<file path="config.mk">
export PLATFORM = sky130hd
export DESIGN_NAME = mem_access
export DESIGN_NICKNAME = d
export VERILOG_FILES = /design/src/rtl/mem_access_pkg.sv /design/src/rtl/mem_align.sv /design/src/rtl/mem_access.sv
export SDC_FILE = /design/constraint.sdc
export NUM_CORES = 1
export LEC_CHECK = 0
export CORE_ASPECT_RATIO = 1.2
export CORE_MARGIN = 2
export CORE_UTILIZATION = 47
export DETAILED_ROUTE_END_ITERATION = 10
export GPL_TIMING_DRIVEN = 0
export MAX_ROUTING_LAYER = met4
export PLACE_DENSITY = 0.85
export SLEW_MARGIN = 10
export SYNTH_ARGS = -nofsm -noshare
export SYNTH_HDL_FRONTEND = slang
export SYNTH_HIERARCHICAL = 1
export SYNTH_SLANG_ARGS = --single-unit
</file>
<file path="constraint.sdc">
create_clock -name clk -period 2.3 [get_ports clk]
set_clock_uncertainty 0.1 [all_clocks]
set_input_delay 0.46 -clock clk [delete_from_list [all_inputs] [get_ports clk]]
set_output_delay 0.46 -clock clk [all_outputs]
set_load 0.03 [all_outputs]
</file>
<file path="src/rtl/mem_access_pkg.sv">
// Shared memory-stage encodings: minst opcodes, access sizes, FSM states and
// exception causes, plus the alignment/legality check used by mem_access.
package mem_access_pkg;

  localparam logic [3:0] MINST_NONE = 4'b1100;
  localparam logic [3:0] MINST_LB   = 4'b0000;
  localparam logic [3:0] MINST_LH   = 4'b0001;
  localparam logic [3:0] MINST_LW   = 4'b0010;
  localparam logic [3:0] MINST_LBU  = 4'b0100;
  localparam logic [3:0] MINST_LHU  = 4'b0101;
  localparam logic [3:0] MINST_SB   = 4'b1000;
  localparam logic [3:0] MINST_SH   = 4'b1001;
  localparam logic [3:0] MINST_SW   = 4'b1010;

  typedef enum logic [1:0] {
    IDLE = 2'd0,
    REQ  = 2'd1,
    RESP = 2'd2
  } mem_state_e;

  localparam logic [1:0] EXC_NONE     = 2'b00;
  localparam logic [1:0] EXC_LD_MISAL = 2'b01;
  localparam logic [1:0] EXC_ST_MISAL = 2'b10;
  localparam logic [1:0] EXC_ILLEGAL  = 2'b11;

  // Illegal size beats misalignment; non-memory ops never raise anything.
  function automatic logic [1:0] mem_check(input logic [3:0] minst, input logic [1:0] lane);
    logic illegal;
    logic misal;
    illegal = (minst[1:0] == 2'b11) || (!minst[3] && minst[2] && minst[1]);
    misal   = ((minst[1:0] == 2'b01) && lane[0]) ||
              ((minst[1:0] == 2'b10) && (lane != 2'b00));
    if (minst[3:2] == 2'b11) begin
      mem_check = EXC_NONE;
    end else if (illegal) begin
      mem_check = EXC_ILLEGAL;
    end else if (misal) begin
      mem_check = minst[3] ? EXC_ST_MISAL : EXC_LD_MISAL;
    end else begin
      mem_check = EXC_NONE;
    end
  endfunction

endpackage

</file>
<file path="src/rtl/mem_align.sv">
// Byte-lane steering for the data-memory bus: store byte enables and
// replicated write data, and load lane extraction with sign/zero extension.
module mem_align (
  input  logic [2:0]  size,
  input  logic [1:0]  lane,
  input  logic [31:0] st_data,
  input  logic [31:0] rdata,
  output logic [3:0]  be,
  output logic [31:0] wdata,
  output logic [31:0] ld_data
);

  logic [31:0] shifted_s;

  // Steer store lanes and extract/extend the addressed load lane.
  always_comb begin
    be        = 4'b0000;
    wdata     = 32'h0000_0000;
    ld_data   = 32'h0000_0000;
    shifted_s = rdata >> {lane, 3'b000};
    case (size[1:0])
      2'b00: begin
        be      = 4'b0001 << lane;
        wdata   = {4{st_data[7:0]}};
        ld_data = size[2] ? {24'h00_0000, shifted_s[7:0]}
                          : {{24{shifted_s[7]}}, shifted_s[7:0]};
      end
      2'b01: begin
        be      = 4'b0011 << lane;
        wdata   = {2{st_data[15:0]}};
        ld_data = size[2] ? {16'h0000, shifted_s[15:0]}
                          : {{16{shifted_s[15]}}, shifted_s[15:0]};
      end
      2'b10: begin
        be      = 4'b1111;
        wdata   = st_data;
        ld_data = rdata;
      end
      default: begin
        be      = 4'b0000;
        wdata   = 32'h0000_0000;
        ld_data = 32'h0000_0000;
      end
    endcase
  end

endmodule

</file>
<file path="src/rtl/mem_access.sv">
// RV32IM memory stage: issues one gnt/rvalid data-memory access per captured
// op, stalls the pipe until it completes, and produces writeback/exception.
module mem_access
  import mem_access_pkg::*;
#(
  parameter int AW = 32
) (
  input  logic          clk,
  input  logic          reset_n,
  input  logic [3:0]    minst,
  input  logic [31:0]   addr,
  input  logic [31:0]   st_data,
  input  logic [4:0]    rd,
  input  logic          rdm_v,
  output logic          stall_o,
  output logic          dmem_req,
  output logic          dmem_we,
  output logic [AW-1:0] dmem_addr,
  output logic [3:0]    dmem_be,
  output logic [31:0]   dmem_wdata,
  input  logic          dmem_gnt,
  input  logic          dmem_rvalid,
  input  logic [31:0]   dmem_rdata,
  output logic          wb_v,
  output logic [4:0]    wb_rd,
  output logic [31:0]   wb_data,
  output logic          exc_o,
  output logic [1:0]    exc_cause
);

  logic [3:0]  m_minst_r;
  logic [31:0] m_addr_r;
  logic [31:0] m_data_r;
  logic [4:0]  m_rd_r;
  logic        m_rdm_v_r;
  // Cleared once a store completes from REQ, since the held op must not reissue.
  logic        m_pend_r;
  mem_state_e  state_r;

  logic [1:0]  cause_s;
  logic        is_mem_s;
  logic        is_store_s;
  logic        act_s;
  logic        req_s;
  logic        stall_s;
  logic [3:0]  be_s;
  logic [31:0] wdata_s;
  logic [31:0] ld_data_s;

  mem_align u_align (
    .size    (m_minst_r[2:0]),
    .lane    (m_addr_r[1:0]),
    .st_data (m_data_r),
    .rdata   (dmem_rdata),
    .be      (be_s),
    .wdata   (wdata_s),
    .ld_data (ld_data_s)
  );

  // Decode the held op and derive request/stall for the current state.
  always_comb begin
    cause_s    = mem_check(m_minst_r, m_addr_r[1:0]);
    is_mem_s   = (m_minst_r[3:2] != 2'b11);
    is_store_s = m_minst_r[3];
    act_s      = m_pend_r && is_mem_s && (cause_s == EXC_NONE);
    req_s      = 1'b0;
    stall_s    = 1'b0;
    case (state_r)
      IDLE: begin
        req_s   = act_s;
        stall_s = act_s && (!dmem_gnt || !is_store_s);
      end
      REQ: begin
        req_s   = 1'b1;
        stall_s = 1'b1;
      end
      RESP: begin
        req_s   = 1'b0;
        stall_s = !dmem_rvalid;
      end
      default: begin
        req_s   = 1'b0;
        stall_s = 1'b0;
      end
    endcase
  end

  assign stall_o    = stall_s;
  assign dmem_req   = req_s;
  assign dmem_we    = req_s && is_store_s;
  assign dmem_addr  = req_s ? {m_addr_r[AW-1:2], 2'b00} : {AW{1'b0}};
  assign dmem_be    = req_s ? be_s : 4'b0000;
  assign dmem_wdata = (req_s && is_store_s) ? wdata_s : 32'h0000_0000;

  // Access FSM: IDLE issues, REQ waits for gnt, RESP waits for rvalid.
  always_ff @(posedge clk or negedge reset_n) begin
    if (!reset_n) begin
      state_r <= IDLE;
    end else begin
      case (state_r)
        IDLE: begin
          if (act_s && !dmem_gnt) begin
            state_r <= REQ;
          end else if (act_s && !is_store_s) begin
            state_r <= RESP;
          end else begin
            state_r <= IDLE;
          end
        end
        REQ: begin
          if (dmem_gnt) begin
            state_r <= is_store_s ? IDLE : RESP;
          end else begin
            state_r <= REQ;
          end
        end
        RESP: begin
          if (dmem_rvalid) begin
            state_r <= IDLE;
          end else begin
            state_r <= RESP;
          end
        end
        default: state_r <= IDLE;
      endcase
    end
  end

  // M-stage pipeline registers, captured whenever the stage is not stalled.
  always_ff @(posedge clk or negedge reset_n) begin
    if (!reset_n) begin
      m_minst_r <= MINST_NONE;
      m_addr_r  <= 32'h0000_0000;
      m_data_r  <= 32'h0000_0000;
      m_rd_r    <= 5'd0;
      m_rdm_v_r <= 1'b0;
      m_pend_r  <= 1'b0;
    end else if (!stall_s) begin
      m_minst_r <= minst;
      m_addr_r  <= addr;
      m_data_r  <= st_data;
      m_rd_r    <= rd;
      m_rdm_v_r <= rdm_v;
      m_pend_r  <= 1'b1;
    end else if ((state_r == REQ) && dmem_gnt && is_store_s) begin
      m_pend_r  <= 1'b0;
    end else begin
      m_pend_r  <= m_pend_r;
    end
  end

  // Registered writeback and exception outputs.
  always_ff @(posedge clk or negedge reset_n) begin
    if (!reset_n) begin
      wb_v      <= 1'b0;
      wb_rd     <= 5'd0;
      wb_data   <= 32'h0000_0000;
      exc_o     <= 1'b0;
      exc_cause <= EXC_NONE;
    end else begin
      if ((state_r == RESP) && dmem_rvalid) begin
        wb_v    <= m_rdm_v_r;
        wb_rd   <= m_rd_r;
        wb_data <= ld_data_s;
      end else if ((state_r == IDLE) && m_pend_r && !is_mem_s) begin
        wb_v    <= m_rdm_v_r;
        wb_rd   <= m_rd_r;
        wb_data <= m_addr_r;
      end else begin
        wb_v    <= 1'b0;
      end
      if ((state_r == IDLE) && m_pend_r && (cause_s != EXC_NONE)) begin
        exc_o     <= 1'b1;
        exc_cause <= cause_s;
      end else begin
        exc_o     <= 1'b0;
        exc_cause <= EXC_NONE;
      end
    end
  end

endmodule
</file>
==> qor.tcl, run 1 <==
set qor(chipWidth_um) 114
set qor(wirelength_um) 23800
set qor(setup_viols_final) 69
set qor(max_freq_ghz) 0.361
set qor(synth_top_area_share_pct) 42.5
set qor(multiInputGateArea_mm2) 0.00381
set qor(first_global_vias) 6119
set qor(cp.required_ns) 1.74
set qor(final_cells) 1126
set qor(grt_antenna_before_repair) 0
set qor(path_class) {reg2out}
set qor(crit_path_cell_trace) {buf_2 -> nor4b_4 -> a211oi_2 -> nor3_2 -> buf_6 -> clkbuf_16 -> and2_4 -> buf_6}
set qor(clock_latency_of_the_later_clocked_register_in_the_worst_skew_pair_ns) 0.41
set qor(floorplan.die_area_mm2) 0.0155
set qor(synth_commonest_cells) {sky130_fd_sc_hd__dfrtp_1 (116), sky130_fd_sc_hd__and2_1 (75), sky130_fd_sc_hd__a21oi_1 (69), sky130_fd_sc_hd__mux2_4 (53), sky130_fd_sc_hd__nor2_1 (43)}
set qor(critical_path_arrival_ns) 2.21
set qor(ys_seq_area_share_pct) 43.2
set qor(setup.worst_path.start_class) {flop}
set qor(post_synth_inst_count) 645
set qor(routed_via_density) 5.61
set qor(path_max_fanout) 9
set qor(synth-edff-count) 0
set qor(synth-seq-cells) 118
set qor(routedWlPerCell_um) 21.1
set qor(count_of_max_cap_constraint_violations) 0
set qor(cpMostUsedCell) {sky130_fd_sc_hd__buf_6}
set qor(max_stage_delay_ns) 0.40
set qor(synth_async_sr_flop_share_pct) 100
set qor(numPlacedInstances) 1041
set qor(grt_max_degree) 72
set qor(cpMaxStageDelayCell) {sky130_fd_sc_hd__dfrtp_1}
set qor(tritoncts) {yes}
set qor(cts_buffers) 17
set qor(rsz0062_at_grt) {true}
set qor(yosys.cell_types.count) 48
set qor(timing.critical_path.to_type) {primary output}
set qor(cts.htree.levels) 4
set qor(reg2reg_slack_ns) 0.01
set qor(num_vias) 6315
set qor(synthToLayoutAreaGrowth_pct) 61.1
set qor(ctsRootBufferMaster) {sky130_fd_sc_hd__clkbuf_16}
set qor(netlist.top_cell.by_area) {sky130_fd_sc_hd__dfrtp_1}
set qor(final_max_tran_viols) 0
set qor(initial_utilization_pct) 47.8
set qor(clock_tree.buffer_depth) 2
set qor(synth_area_mm2) 0.00684
set qor(cellPowerDensity_mw_per_mm2) 1910
set qor(number_of_antenna_cells_inserted) 0
set qor(rows) 48
set qor(antenna_left) 0
set qor(first_iter_violations) 474
set qor(cts.clk_slew.worst_paths_ns) 0.05
set qor(status) {complete, but fails checks}
set qor(grt_pass1_wl_um) 33600
set qor(all_layer_global_routing_usage_pct) 29.5
set qor(worst_slack_ns) -0.468
set qor(synth_most_common_cell) {sky130_fd_sc_hd__dfrtp_1}
set qor(grt_remaining_overflow) 0
set qor(synth_top_cells_by_area) {sky130_fd_sc_hd__dfrtp_1 (42%), sky130_fd_sc_hd__mux2_4 (12%), sky130_fd_sc_hd__and2_1 (6.9%)}
set qor(final_util_pct) 77.0
set qor(report.final.hold_viol_count) 0
set qor(core-area_mm2) 0.0143
set qor(synthesis.area_per_instance_um2) 10.6
set qor(place_congestion) 0.919
set qor(number_of_i_o_pins) 222
set qor(final_net_count) 1048
set qor(synthesis.yosys.warnings) 6
set qor(fin_crit_ns) 2.77
set qor(drt_first_pass_iters) 7
set qor(post-dp-hpwl_um) 15800
set qor(violations) {negative setup slack}
set qor(peakVddDrop_mv) 1.10
set qor(die_h_um) 136
set qor(layout_worst_path_cycle_share_pct) 120
set qor(post_route_drc_violation_count) 0
set qor(final-seq-area_mm2) 0.00296
set qor(nFillCells) 880
set qor(holdCritPathClass) {reg2reg}
set qor(power.leakage_nw) 5.25
set qor(portBuffers) 219
set qor(layout-drive-gt1-share_pct) 38.2
set qor(clkSinkCount) 118
set qor(ys.flop_type) {sky130_fd_sc_hd__dfrtp_1}
area by class of cell:
type	instances	area share, %
flip-flops and latches	118	26.9
inverters	7	0.239
plain buffers	52	4.24
repair buffers	273	26.0
clock buffers	24	4.47
well taps	175	1.99
clock inverters	8	1.52
multi-input cells	469	34.6
worst max-delay path, delay by kind of cell (launching register included):
kind	cells	cell delay [ns]
DFF	1	0.40
buffers and inverters	4	0.71
AOI/OAI and AO/OA	1	0.08
and+or+nand+nor	3	0.60
layout by cell type (no fill, tap or decap), types with 3 or more instances in the layout:
cell and instances:
sky130_fd_sc_hd__a21o_1 25, sky130_fd_sc_hd__a21oi_1 67, sky130_fd_sc_hd__a21oi_4 3, sky130_fd_sc_hd__a22oi_1 14, sky130_fd_sc_hd__and2_1 12, sky130_fd_sc_hd__and2_4 63
sky130_fd_sc_hd__buf_12 6, sky130_fd_sc_hd__buf_2 19, sky130_fd_sc_hd__buf_4 40, sky130_fd_sc_hd__buf_6 81, sky130_fd_sc_hd__buf_8 12, sky130_fd_sc_hd__bufinv_16 5
sky130_fd_sc_hd__clkbuf_1 6, sky130_fd_sc_hd__clkbuf_16 22, sky130_fd_sc_hd__clkbuf_4 5, sky130_fd_sc_hd__clkbuf_8 5, sky130_fd_sc_hd__clkdlybuf4s50_1 149, sky130_fd_sc_hd__dfrtp_1 112
sky130_fd_sc_hd__dfrtp_2 4, sky130_fd_sc_hd__inv_1 6, sky130_fd_sc_hd__mux2_1 23, sky130_fd_sc_hd__mux2_2 13, sky130_fd_sc_hd__mux2_4 55, sky130_fd_sc_hd__mux2i_1 36
sky130_fd_sc_hd__nand2_1 22, sky130_fd_sc_hd__nand2b_1 9, sky130_fd_sc_hd__nor2_1 43, sky130_fd_sc_hd__nor2b_1 12, sky130_fd_sc_hd__o21ai_0 28, sky130_fd_sc_hd__o21ai_1 8
path summary, 6_finish.rpt:
| path | endpoint | cells past startpoint | startpoint |
|---|---|---|---|
| hold reg to reg | wb_rd[0] | 1 | wb_rd[0] |
| setup reg to reg | wb_data[26] | 11 | m_minst_r[0] |
| hold / removal | wb_rd[0] | 1 | wb_rd[0] |
| max in group asynchronous | m_addr_r[1] | 3 | reset_n |
| min in group asynchronous | m_data_r[16] | 2 | reset_n |
| setup / recovery | dmem_wdata[25] | 8 | m_minst_r[1] |
per-stage QoR:
| stage | hold slack, ns | total power, mW | TNS (ns) | cell area (um^2) | setup WS, ns |
|---|---|---|---|---|---|
| floorplan | 0.0644 | 11.3 | 0 | 6880 | 0.00604 |
| global placement | 0.369 | 14.9 | -533.57 | 9290 | -3.95 |
| detailed placement | 0.322 | 15.1 | -75.40 | 9320 | -1.12 |
| CTS | 0.391 | 19.2 | -27.21 | 10400 | -0.458 |
| global route | 0.412 | 21.9 | -33.69 | 11000 | -0.512 |
| finish | 0.388 | 21.0 | -28.26 | 11000 | -0.468 |
per-layer routing:
metal | vias up | share of wire, % | global-route usage (%)
met3 | 73 | 7.3 | 6.95
li1 | 2841 | - | -
met1 | 3063 | 38 | 35.3
met4 | 0 | 3.6 | 11.2
met5 | - | 0 | -
met2 | 338 | 51 | 48.6
state kept, by name (all words and copies together), names as in the netlist, 2 cells and up:
name / flops
exc_cause: 2
m_addr_r: 32
m_data_r: 32
m_minst_r: 4
m_rd_r: 5
state_r: 2
wb_data: 32
wb_rd: 5
report_power, final:
group / internal [mW] / switching, mW
sequential: 3.18 / 0.874
clock: 2.03 / 0.943
combinational: 7.12 / 6.89
total: 12.3 / 8.70
timing repair:
| item | in CTS | in global routing |
|---|---|---|
| gates resized for setup | 551 | 115 |
| endpoints found under the setup margin | 101 | 101 |
| hold buffers | 1 | 0 |
| pin swaps | 20 | 22 |
| hold endpoints to repair | 47 | 0 |
| gates cloned | 1 | 7 |
| setup buffers | 13 | 32 |
logic make-up (layout without fill, tap and decap cells):
logic type	count (synthesis)	in the layout	synth area share [%]
AOI/OAI and AO/OA	162	162	14.3
other	1	2	0.0549
muxes	127	127	23.2
and+or+nand+nor	178	178	14.2
DFF	118	118	43.2
buffers and inverters	59	364	5.05
Power figures use the tool's default switching activity.
==> run 2, diff against run 1 <==
--- a/config.mk
+++ b/config.mk
@@ -5,7 +5,6 @@
 export SDC_FILE = /design/constraint.sdc
 export NUM_CORES = 1
 export LEC_CHECK = 0
-export CORE_ASPECT_RATIO = 1.2
 export CORE_MARGIN = 2
 export CORE_UTILIZATION = 47
 export DETAILED_ROUTE_END_ITERATION = 10
==> run 2 against run 1 <==
The run still ends with negative setup slack left. Clock power fell by 15%. Non-clock buffer count fell by 20. Critical path depth did not move. Total power fell by 6.7%. Largest cell class unchanged. Largest power group unchanged.
==> qor.tcl, run 2 (synthesis gave the netlist of run 1 again) <==
set qor(reg_top3) {m_addr_r (32), m_data_r (32), wb_data (32)}
set qor(cts.htree.levels) 4 ;# unchanged
set qor(grt_remaining_overflow) 0 ;# unchanged
set qor(critical_path_arrival_ns) 2.14 ;# -0.07 ns
set qor(antenna_left) 0 ;# unchanged
set qor(cellPowerDensity_mw_per_mm2) 1850 ;# -3.2%
set qor(grt_pass1_wl_um) 35200 ;# +4.7%
set qor(routed_via_density) 5.54 ;# -1.2%
set qor(tritoncts) {yes}
set qor(violations) {negative setup slack}
set qor(layout_worst_path_cycle_share_pct) 118 ;# -2.8 points
set qor(status) {complete, but fails checks}
set qor(final_cells) 1113 ;# -1.2%
set qor(report.final.hold_viol_count) 0 ;# unchanged
set qor(clkSinkCount) 118 ;# unchanged
set qor(final_max_tran_viols) 0 ;# unchanged
set qor(first_global_vias) 6319 ;# +3.3%
set qor(cp.required_ns) 1.74 ;# about the same
set qor(post_route_drc_violation_count) 0 ;# unchanged
set qor(timing.critical_path.to_type) {primary output}
set qor(worst_slack_ns) -0.405 ;# +0.0636 ns
set qor(final_cell_mix) {sky130_fd_sc_hd__clkdlybuf4s50_1 (149), sky130_fd_sc_hd__dfrtp_1 (112), sky130_fd_sc_hd__buf_6 (76)}
set qor(rows) 44 ;# -8.3%
set qor(p_int_mw) 11.3 ;# -8.4%
set qor(count_of_max_cap_constraint_violations) 0 ;# unchanged
set qor(setup.worst_path.start_class) {flop}
set qor(grt_max_degree) 89 ;# +24%
set qor(final_net_count) 1028 ;# -1.9%
set qor(drt_first_pass_iters) 5 ;# -2
set qor(clockPowerShare_pct) 13.0 ;# -1.2 points
set qor(all_layer_global_routing_usage_pct) 29.9 ;# +0.40 points
set qor(swShare_pct) 42.4 ;# +1.0 points
set qor(initial_utilization_pct) 47.6 ;# -0.25 points
set qor(post-dp-hpwl_um) 15600 ;# -1.2%
set qor(grt_antenna_before_repair) 0 ;# unchanged
set qor(cts_buffers) 17 ;# unchanged
set qor(layout_commonest_cell) {sky130_fd_sc_hd__clkdlybuf4s50_1}
set qor(ctsRootBufferMaster) {sky130_fd_sc_hd__clkbuf_16}
set qor(first_iter_violations) 349 ;# -26%
set qor(power_switching_mw) 8.32 ;# -4.4%
set qor(peakVddDrop_mv) 1.16 ;# +5.2%
set qor(clock_latency_of_the_later_clocked_register_in_the_worst_skew_pair_ns) 0.41 ;# about the same
set qor(core-area_mm2) 0.0144 ;# +0.53%
set qor(path_class) {reg2out}
set qor(sequential_share_of_power_pct) 20.5 ;# +1.2 points
set qor(fin_crit_ns) 2.70 ;# -0.0636 ns
set qor(numPlacedInstances) 1050 ;# +0.86%
set qor(portBuffers) 219 ;# unchanged
set qor(number_of_antenna_cells_inserted) 0 ;# unchanged
set qor(routedWlPerCell_um) 20.2 ;# -4.4%
set qor(holdCritPathClass) {reg2reg}
set qor(cts.clk_slew.worst_paths_ns) 0.05 ;# about the same
set qor(number_of_i_o_pins) 222 ;# unchanged
set qor(place_congestion) 0.920 ;# +0.15%
set qor(max_freq_ghz) 0.370 ;# +2.3%
set qor(p_total_mw) 19.6 ;# -6.7%
set qor(rsz0062_at_grt) {true}
set qor(floorplan.die_area_mm2) 0.0155 ;# about the same
set qor(chipWidth_um) 125 ;# +9.2%
set qor(synthToLayoutAreaGrowth_pct) 55.2
set qor(die_h_um) 125 ;# -8.5%
set qor(setup_viols_final) 116 ;# +68%
set qor(power.leakage_nw) 5.03 ;# -4.3%
set qor(wirelength_um) 22500 ;# -5.5%
set qor(num_vias) 6170 ;# -2.3%
set qor(share_of_total_power_in_combinational_logic_pct) 66.5 ;# about the same
set qor(layout-drive-gt1-share_pct) 35.2 ;# -3.0 points
set qor(clock_tree.buffer_depth) 2 ;# unchanged
set qor(path_max_fanout) 10 ;# +1
==> run 2: layout make-up <==
class	count	area, um^2
well taps	184	230
clock buffers	26	489
multi-input cells	469	3760
plain buffers	52	459
fillers	976	3760
inverters	7	26.3
repair buffers	253	2620
flip-flops and latches	118	2960
clock inverters	4	70.1
==> run 2: through the flow <==
stage | utilization [%] | hold WS (ns) | setup TNS (ns) | instance area (um^2) | worst slack [ns]
floorplan | - | 0.0644 | 0 | 6880 | 0.00604
global placement | 64.7 | 0.358 | -528.53 | 9300 | -3.88
detailed placement | 64.9 | 0.256 | -79.83 | 9330 | -1.14
CTS | 73.3 | 0.377 | -23.94 | 10500 | -0.400
global route | 73.9 | 0.409 | -36.28 | 10600 | -0.494
finish | 73.9 | 0.381 | -26.56 | 10600 | -0.405
==> run 2: metal layers <==
layer  vias to the layer above  track usage, %  wire [um]
li1                       2796               -          -
met1                      2991            38.0       9400
met2                       315            45.7      10600
met3                        68            6.66       1510
met4                         0            14.3        960
met5                         -               -          0
==> run 2: critical path: stages, from the launching register on <==
cell and delay, ns:
sky130_fd_sc_hd__dfrtp_2 0.45, sky130_fd_sc_hd__buf_4 0.17, sky130_fd_sc_hd__a21oi_4 0.19, sky130_fd_sc_hd__o211ai_1 0.15, sky130_fd_sc_hd__a21oi_4 0.18, sky130_fd_sc_hd__buf_12 0.16
sky130_fd_sc_hd__buf_8 0.14, sky130_fd_sc_hd__and2_2 0.16, sky130_fd_sc_hd__buf_6 0.12
==> run 2: repair_timing <==
action,4_1_cts,5_1_grt
gates cloned,4,0
resized for setup,588,17
pin swaps,21,5
hold buffers,1,0
hold endpoints to repair,30,0
buffers inserted,22,6
setup endpoints to repair,101,151
==> run 2: power by group through the flow <==
stage          registers [mW]  clock network, mW  logic, mW
4_1_cts                  3.99               2.56       12.7
2_1_floorplan            4.44                  0       6.88
3_3_place_gp             3.96                  0       10.8
5_1_grt                  4.16               2.66       13.7
6_report                 4.03               2.54       13.0
3_5_place_dp             4.00                  0       11.0
==> run 2: worst paths after layout <==
path | start | end | slack (ns) | cells after the start
min reg2reg | m_rdm_v_r | wb_v | 0.38 | 1
min in group asynchronous | reset_n | m_data_r[3] | 0.40 | 2
min | m_rdm_v_r | wb_v | 0.38 | 1
max | m_addr_r[0] | dmem_addr[30] | -0.40 | 8
max reg2reg | state_r[0] | m_addr_r[8] | -0.05 | 8
max in group asynchronous | reset_n | m_minst_r[0] | 0.91 | 3
